--- config.mk ---
export PLATFORM = sky130hd
export DESIGN_NAME = div_nonrestoring_core
export DESIGN_NICKNAME = d
export VERILOG_FILES = /design/src/rtl/multdiv_pkg.sv /design/src/rtl/div_addsub_stage.sv /design/src/rtl/div_nonrestoring_core.sv
export SDC_FILE = /design/constraint.sdc
export NUM_CORES = 1
export LEC_CHECK = 0
export ABC_AREA = 1
export BUFFER_PORTS_ARGS = -buffer_cell sky130_fd_sc_hd__buf_2
export CORE_ASPECT_RATIO = 0.6
export CORE_MARGIN = 2
export CORE_UTILIZATION = 45
export CTS_CLUSTER_SIZE = 30
export DETAILED_ROUTE_END_ITERATION = 16
export GPL_TIMING_DRIVEN = 0
export HOLD_SLACK_MARGIN = 0.12
export PLACE_DENSITY_LB_ADDON = 0.08
export SYNTH_ARGS = -nofsm -noshare
export SYNTH_HDL_FRONTEND = slang
export SYNTH_SLANG_ARGS = --single-unit
--- constraint.sdc ---
create_clock -name clk -period 3.12 [get_ports clk]
set_clock_uncertainty 0.1 [all_clocks]
set_input_delay 0.156 -clock clk [delete_from_list [all_inputs] [get_ports clk]]
set_output_delay 0.156 -clock clk [all_outputs]
set_load 0.02 [all_outputs]
--- src/rtl/multdiv_pkg.sv ---
// Shared encodings and default sizing for the multdiv unit.
package multdiv_pkg;

   localparam int unsigned WIDTH  = 32;
   localparam int unsigned ITER_W = 5;

   typedef enum logic [1:0] {
      DIV_IDLE = 2'b00,
      DIV_RUN  = 2'b01,
      DIV_FIX  = 2'b10,
      DIV_DONE = 2'b11
   } div_state_e;

endpackage

--- src/rtl/div_addsub_stage.sv ---
// One non-restoring step: add the divisor when the partial remainder is negative,
// subtract it otherwise. Arithmetic wraps at WIDTH+1 bits.
module div_addsub_stage #(
   parameter int unsigned WIDTH = 32
) (
   input  logic [WIDTH:0]   a,
   input  logic [WIDTH-1:0] m,
   input  logic             a_neg,
   output logic [WIDTH:0]   sum
);

   always_comb begin
      sum = a_neg ? (a + {1'b0, m}) : (a - {1'b0, m});
   end

endmodule

--- src/rtl/div_nonrestoring_core.sv ---
// Iterative non-restoring divider: one quotient bit per clock, then a fix-up cycle.
// Define DIV_SIGNED_EN for two's-complement operands; default build is unsigned only.
module div_nonrestoring_core #(
   parameter int unsigned WIDTH  = multdiv_pkg::WIDTH,
   parameter int unsigned ITER_W = multdiv_pkg::ITER_W
) (
   input  logic             clk,
   input  logic             reset_n,
   input  logic             ctrl_DIV,
   input  logic [WIDTH-1:0] data_operandA,
   input  logic [WIDTH-1:0] data_operandB,
   output logic [WIDTH-1:0] data_result,
   output logic [WIDTH-1:0] data_remainder,
   output logic             data_exception,
   output logic             data_resultRDY,
   output logic             busy
);

   import multdiv_pkg::*;

   div_state_e        state;
   logic [ITER_W-1:0] iter;
   logic [WIDTH:0]    a_reg;
   logic [WIDTH-1:0]  q_reg;
   logic [WIDTH-1:0]  m_reg;

   logic [WIDTH:0]    stage_in;
   logic [WIDTH:0]    stage_out;
   logic [WIDTH-1:0]  rem_fix;
   logic [WIDTH-1:0]  op_a_mag;
   logic [WIDTH-1:0]  op_b_mag;
   logic [WIDTH-1:0]  quot_out;
   logic [WIDTH-1:0]  rem_out;

   // RUN feeds the shifted {A,Q}; FIX reuses the stage for the final A += M correction.
   always_comb begin
      stage_in = (state == DIV_FIX) ? a_reg : {a_reg[WIDTH-1:0], q_reg[WIDTH-1]};
      rem_fix  = a_reg[WIDTH] ? stage_out[WIDTH-1:0] : a_reg[WIDTH-1:0];
   end

   div_addsub_stage #(
      .WIDTH (WIDTH)
   ) u_addsub (
      .a     (stage_in),
      .m     (m_reg),
      .a_neg (a_reg[WIDTH]),
      .sum   (stage_out)
   );

`ifdef DIV_SIGNED_EN
   logic sign_q;
   logic sign_r;

   always_comb begin
      op_a_mag = data_operandA[WIDTH-1] ? -data_operandA : data_operandA;
      op_b_mag = data_operandB[WIDTH-1] ? -data_operandB : data_operandB;
      quot_out = sign_q ? -q_reg : q_reg;
      rem_out  = sign_r ? -rem_fix : rem_fix;
   end

   always_ff @(posedge clk or negedge reset_n) begin
      if (!reset_n) begin
         sign_q <= 1'b0;
         sign_r <= 1'b0;
      end else if (ctrl_DIV) begin
         sign_q <= data_operandA[WIDTH-1] ^ data_operandB[WIDTH-1];
         sign_r <= data_operandA[WIDTH-1];
      end
   end
`else
   always_comb begin
      op_a_mag = data_operandA;
      op_b_mag = data_operandB;
      quot_out = q_reg;
      rem_out  = rem_fix;
   end
`endif

   always_ff @(posedge clk or negedge reset_n) begin
      if (!reset_n) begin
         state          <= DIV_IDLE;
         iter           <= '0;
         a_reg          <= '0;
         q_reg          <= '0;
         m_reg          <= '0;
         data_result    <= '0;
         data_remainder <= '0;
         data_exception <= 1'b0;
      end else if (ctrl_DIV) begin
         // A start aborts whatever is in flight.
         m_reg <= op_b_mag;
         q_reg <= op_a_mag;
         a_reg <= '0;
         iter  <= '0;
         if (data_operandB == '0) begin
            data_result    <= '0;
            data_remainder <= '0;
            data_exception <= 1'b1;
            state          <= DIV_DONE;
         end else begin
            state <= DIV_RUN;
         end
      end else begin
         case (state)
            DIV_RUN: begin
               a_reg <= stage_out;
               q_reg <= {q_reg[WIDTH-2:0], ~stage_out[WIDTH]};
               iter  <= iter + 1'b1;
               if (iter == ITER_W'(WIDTH - 1)) state <= DIV_FIX;
            end
            DIV_FIX: begin
               a_reg          <= a_reg[WIDTH] ? stage_out : a_reg;
               data_result    <= quot_out;
               data_remainder <= rem_out;
               data_exception <= 1'b0;
               state          <= DIV_DONE;
            end
            DIV_DONE: state <= DIV_IDLE;
            default:  state <= DIV_IDLE;
         endcase
      end
   end

   assign data_resultRDY = (state == DIV_DONE);
   assign busy           = (state == DIV_RUN) || (state == DIV_FIX);

endmodule

==> results of run 1 <==
where the power goes:
group / internal, mW / switching, mW
Combinational: 3.14 / 5.59
Clock: 1.27 / 1.00
Sequential: 2.90 / 0.399
cell usage after synthesis (14+ instances only):
master / n
xor2_1: 30
dfrtp_1: 169
nand3_1: 97
a21oi_1: 58
o221ai_1: 29
inv_1: 239
nor2_1: 93
nand2_1: 524
o22ai_1: 14
o21ai_0: 92
clkbuf_1: 31
ha_1: 38
a21oi_2: 30
metrics by stage:
stage	hold WS [ns]	total power [mW]	instances	setup slack [ns]	utilization
floorplan	-0.240	8.12	1562	0.326	-
CTS	0.320	13.2	2138	-0.0223	0.575
global placement	0.266	10.2	2016	-1.04	0.500
global route	0.342	15.3	2153	-0.212	0.606
detailed placement	0.0130	10.3	2017	-0.973	0.502
finish	0.340	14.3	2153	0.0331	0.606
critical path, cell delays in order (launching register included):
cell	delay (ns)
dfrtp_1	0.40
inv_2	0.11
ha_4	0.16
nand3_4	0.07
nor2_4	0.15
inv_2	0.07
nor2_4	0.20
a21oi_1	0.11
xor2_1	0.23
ha_1	0.34
nand2_1	0.09
nand2_1	0.08
nand2_1	0.08
nand2_1	0.08
inv_1	0.08
nand2_2	0.07
a21oi_4	0.15
nand2_2	0.08
nand2_4	0.09
nand3_2	0.08
nand2_2	0.10
nand2_1	0.05
routing by layer:
layer / vias up / wire, µm
li1: 5445 / -
met1: 5322 / 19200
met4: 0 / 488
met2: 357 / 15100
met3: 37 / 3380
met5: - / 0
worst paths after layout:
kind                                  start            endpoint  slack, ns  cells after the start
setup / recovery                   m_reg[0]  data_remainder[31]       0.03                     21
hold / removal             data_operandA[2]            q_reg[2]       0.34                      4
setup reg to reg                   m_reg[0]  data_remainder[31]       0.03                     21
hold reg to reg              data_exception      data_exception       0.38                      2
max in group asynchronous           reset_n     data_result[24]       1.26                      4
min in group asynchronous           reset_n     data_result[30]       0.65                      3
final cells by class:
type                    count  share of cell area
multi-input cells        1085               0.436
repair buffers            237               0.115
clock inverters            13              0.0116
clock buffers              19              0.0297
inverters                 248              0.0642
flip-flops and latches    169               0.290
well taps                 322              0.0276
plain buffers              60              0.0258
cell families after synthesis:
group / Yosys count / synth area share
xor+xnor: 43 / 0.0343
flops: 169 / 0.386
simple gates: 762 / 0.287
fa+ha+maj: 39 / 0.0452
buf+inv: 308 / 0.113
compound gates: 241 / 0.136
what timing repair did:
action                                  4_1_cts  5_1_grt
endpoints found under the setup margin       61       50
gates resized for setup                     102      169
gates cloned                                  0        0
setup buffers                                17       15
hold buffers                                 72        0
endpoints found under the hold margin       244        0
pin swaps                                    25       72
==> results.py, run 1 <==
metrics = {
    "run_status": {
        "status": "finished, final reports clean",
    },
    "routing": {
        "wl_per_cell_um": 17.7,
        "via_per_inst": 5.18,
        "drc": 0,
        "dr.first_iter.drc_count": 894,
        "drtPass1Iterations": 5,
        "wirelength_um": 38200,
        "num_vias": 11161,
        "antenna_left": 0,
    },
    "die": {
        "rows": 44,
        "die_w_um": 206,
        "io_pins": 134,
        "die_h_um": 125,
        "start_util": 0.456,
        "coreArea_mm2": 0.0241,
        "dieArea_mm2": 0.0257,
    },
    "synthesis": {
        "syn_area_mm2": 0.0110,
        "synth_cells": 1562,
        "synth_area_leaders": "dfrtp_1 (39%), nand2_1 (18%), inv_1 (8.2%)",
        "yosys.cell_types.count": 38,
        "ys.warnings.count": 0,
        "synth_edf_count": 0,
        "synth.avg_cell_area_um2": 7.02,
        "synthArstFlopShare": 1.00,
        "yosysTopAreaCell": "dfrtp_1",
        "synth_ff_type": "dfrtp_1",
        "ys_seq_area_frac": 0.386,
        "syn_nets": 1668,
        "synth_top_area_frac": 0.386,
        "ys_ff_latch": 169,
    },
    "clock_tree": {
        "cts-root-buf": "clkbuf_16",
        "cts-buffers-inserted": 17,
        "clk_latency_ns": 0.47,
        "cts.sinks": 169,
        "path_clk_slew_ns": 0.07,
        "tritoncts": "yes",
        "h-tree-depth": 4,
        "clock_path_buffers": 2,
    },
    "sta": {
        "min_period_ns": 3.09,
        "rsz0062_at_grt": "yes",
        "setup_viol": 0,
        "relSlewSlack": 0.384,
        "drv_slew": 0,
        "finalSetupTns_ns": 0,
        "fmax_mhz": 324,
        "worst_pin_slew_ns": 0.924,
        "hold_viol": 0,
        "period_share": 0.989,
    },
    "worst_setup_path": {
        "cp.arrival_ns": 3.34,
        "startpoint_type": "flop",
        "crit_type": "flop to flop",
        "worstPathRequired_ns": 3.37,
        "crit_path_end_kind": "flop",
        "crit_fanout": 5,
    },
    "global_routing": {
        "grt-ovfl-total": 0,
        "antenna_found_initial": 0,
        "gr-usage-met1": 0.481,
        "grt_use_total": 0.302,
        "grt_max_degree": 113,
        "grt-busiest-layer": "met1",
        "grt_pass1_vias": 10378,
        "use_met3": 0.0806,
        "grt_pass1_wl_um": 58300,
        "grt.met2_usage": 0.400,
    },
    "final_layout": {
        "seqCellArea_mm2": 0.00423,
        "postLayoutCellArea_mm2": 0.0146,
        "antennaDiodeCount": 0,
        "area_growth_pct": 33.0,
        "fillers": 2244,
        "largest_register_ffs": 33,
        "fin_nets": 1924,
        "multiInputGateArea_mm2": 0.00636,
        "final_common_cell": "nand2_1",
        "final_cell_mix": "nand2_1 (459), inv_1 (227), dfrtp_1 (166)",
        "drive_gt1_frac": 0.251,
    },
    "power_and_ir_drop": {
        "ir_drop_v": 0.000439,
        "powerDensity_mw_per_mm2": 981,
        "leakage_nw": 7.35,
    },
    "hold_path": {
        "min_path_type": "input port to flop",
    },
    "place": {
        "placedInstanceArea_mm2": 0.0121,
        "io_buffers": 132,
        "hpwl_um": 28700,
        "gp_routability_congestion": 0.928,
    },
    "flow_run": {
        "cap_violations": 0,
    },
}
(Power assumes the default switching activity.)
==> inputs of run 2 (changes only) <==
CORE_MARGIN = 3   (was 2)
==> results.py, run 2 (synthesized netlist as in run 1, its figures left out) <==
metrics = {
    "clock_tree": {
        "cts-root-buf": "clkbuf_16",
        "clock_path_buffers": 2,
        "path_clk_slew_ns": 0.07,
        "cts-buffers-inserted": 17,
        "clk_latency_ns": 0.46,
        "tritoncts": "yes",
        "cts.sinks": 169,
        "h-tree-depth": 4,
    },
    "global_routing": {
        "grt_use_total": 0.297,
        "grt_pass1_vias": 10645,
        "antenna_found_initial": 0,
        "grt_pass1_wl_um": 60400,
        "grt-ovfl-total": 0,
        "grt_max_degree": 113,
    },
    "routing": {
        "top_layer_used": "met4",
        "antenna_left": 0,
        "wl_per_cell_um": 18.2,
        "via_per_inst": 5.25,
        "dr_wl_met2_um": 15800,
        "num_vias": 11284,
        "wl_met1_um": 19700,
        "drtPass1Iterations": 5,
        "drc": 0,
        "dr.first_iter.drc_count": 963,
        "wirelength_um": 39000,
        "wl_met3_um": 2910,
    },
    "worst_setup_path": {
        "crit_fanout": 4,
        "cp_top_family": "simple AND/OR/NAND/NOR gates",
        "path_cells": "inv_2 > ha_4 > nand3_4 > nor2_4 > inv_2 > o21ai_1 > xor2_1 > ha_2 > nand2_4 > inv_2 > nand2_1 > nand2_2 > a21oi_4 > nand2_4 > nand2_2 > nand2_2 > nand2_4 > nand3_2 > nand2_2 > nand2_1",
        "cpMostUsedCell": "nand2_2",
        "cpPeakStageDelay_ns": 0.39,
        "regToRegEndpoint": "data_remainder[31]",
        "crit_path_end_kind": "flop",
        "cp.arrival_ns": 3.41,
        "worstPathRequired_ns": 3.37,
        "r2r_slack_ns": -0.04,
        "crit_type": "flop to flop",
        "worstRegToRegCells": 20,
        "startpoint_type": "flop",
        "worstReg2RegStart": "m_reg[0]",
        "cp_slowest_cell": "dfrtp_1",
        "crit_buf_inv": 3,
    },
    "hold_path": {
        "hold_path_depth": 4,
        "min-delay-start": "data_operandA[3]",
        "min_path_type": "input port to flop",
        "hold_path_end": "q_reg[3]",
    },
    "final_layout": {
        "final_common_cell": "nand2_1",
        "drive_gt1_frac": 0.267,
        "antennaDiodeCount": 0,
        "fin_nets": 1930,
        "largest_register_ffs": 33,
        "final_cell_mix": "nand2_1 (446), inv_1 (221), dfrtp_1 (166)",
        "area_growth_pct": 35.1,
    },
    "die": {
        "die_w_um": 208,
        "die_h_um": 127,
        "coreArea_mm2": 0.0235,
        "io_pins": 134,
        "dieArea_mm2": 0.0263,
        "start_util": 0.466,
        "rows": 43,
    },
    "place": {
        "pre_cts_slack_ns": -0.929,
        "hpwl_um": 29200,
        "io_buffers": 132,
        "gp_routability_congestion": 0.963,
    },
    "run_status": {
        "violations": "negative setup slack",
        "status": "finished with violations",
    },
    "sta": {
        "worst_pin_slew_ns": 0.958,
        "period_share": 1.01,
        "setup_viol": 3,
        "relSlewSlack": 0.362,
        "hold_viol": 0,
        "worst_slack_ns": -0.0436,
        "drv_slew": 0,
        "finalSetupTns_ns": -0.0972,
        "min_period_ns": 3.16,
        "fmax_mhz": 316,
        "rsz0062_at_grt": "yes",
    },
    "power_and_ir_drop": {
        "powerDensity_mw_per_mm2": 992,
        "p_total_mw": 14.7,
        "leakage_nw": 7.43,
        "ir_drop_v": 0.000538,
        "combPwrFrac": 0.619,
        "swShare": 0.489,
        "switchingPower_mw": 7.18,
        "internal_power_mw": 7.51,
        "p_clk_frac": 0.157,
        "seqPwrFrac": 0.225,
    },
    "flow_run": {
        "cap_violations": 0,
    },
}
[run 2: cell count changes in the layout (fill, tap and decap cells not counted), moves of 9 or more]
cell     change
nand2_1     -13
nand2_4     +16
o21ai_1      -9
o21ai_0      +9
[run 2: timing repair]
action / CTS / global route
endpoints found under the setup margin: 60 / 47
resized for setup: 104 / 216
hold buffers: 72 / 0
pin swaps: 38 / 88
hold endpoints to repair: 244 / 0
setup buffers: 20 / 18
[run 2: cell type report]
type,count,area [µm²]
flip-flops and latches,169,4230
inverters,248,936
fillers,2134,8700
multi-input cells,1085,6560
plain buffers,60,378
well taps,315,394
repair buffers,243,1720
clock buffers,19,433
clock inverters,10,170
[run 2: worst max-delay path by stage]
stage             start            endpoint  slack [ns]  cells past startpoint
3_5_place_dp   state[0]  data_remainder[31]       -0.93                     19
6_report       m_reg[0]  data_remainder[31]       -0.04                     20
4_1_cts        m_reg[0]  data_remainder[31]       -0.03                     22
2_1_floorplan  m_reg[0]  data_remainder[27]        0.33                     20
3_3_place_gp    reset_n  data_remainder[23]       -1.06                      1
5_1_grt        m_reg[0]  data_remainder[27]       -0.18                     20
[run 2: power by group through the flow]
stage	combinational [mW]	clock (mW)	sequential [mW]
after floorplan	4.37	0	3.75
after global placement	6.89	0	3.30
after detailed placement	6.95	0	3.33
after CTS	7.65	2.32	3.29
after global routing	9.87	2.42	3.38
final	9.09	2.30	3.30
[run 2: worst reg2reg max path, stage by stage (launching register included)]
cell     delay (ns)
dfrtp_1        0.39
inv_2          0.12
ha_4           0.16
nand3_4        0.08
nor2_4         0.17
inv_2          0.07
o21ai_1        0.16
xor2_1         0.33
ha_2           0.39
nand2_4        0.10
inv_2          0.05
nand2_1        0.07
nand2_2        0.10
a21oi_4        0.15
nand2_4        0.12
nand2_2        0.12
nand2_2        0.07
nand2_4        0.08
nand3_2        0.07
nand2_2        0.11
nand2_1        0.05
[run 2: stage by stage]
stage	std cells	instance area, µm²	hold slack [ns]	util
after CTS	2131	13900	0.324	0.590
after global routing	2149	14800	0.360	0.630
after detailed placement	2010	12100	0.0162	0.513
final	2149	14800	0.339	0.630
after floorplan	1562	11000	-0.240	-
after global placement	2009	12000	0.267	0.511
[run 2: per-layer routing]
layer  global-route usage  vias to the layer above
met5                    0                        -
met1                0.472                     5397
li1                     -                     5465
met2                0.406                      375
met3               0.0630                       47
met4               0.0694                        0
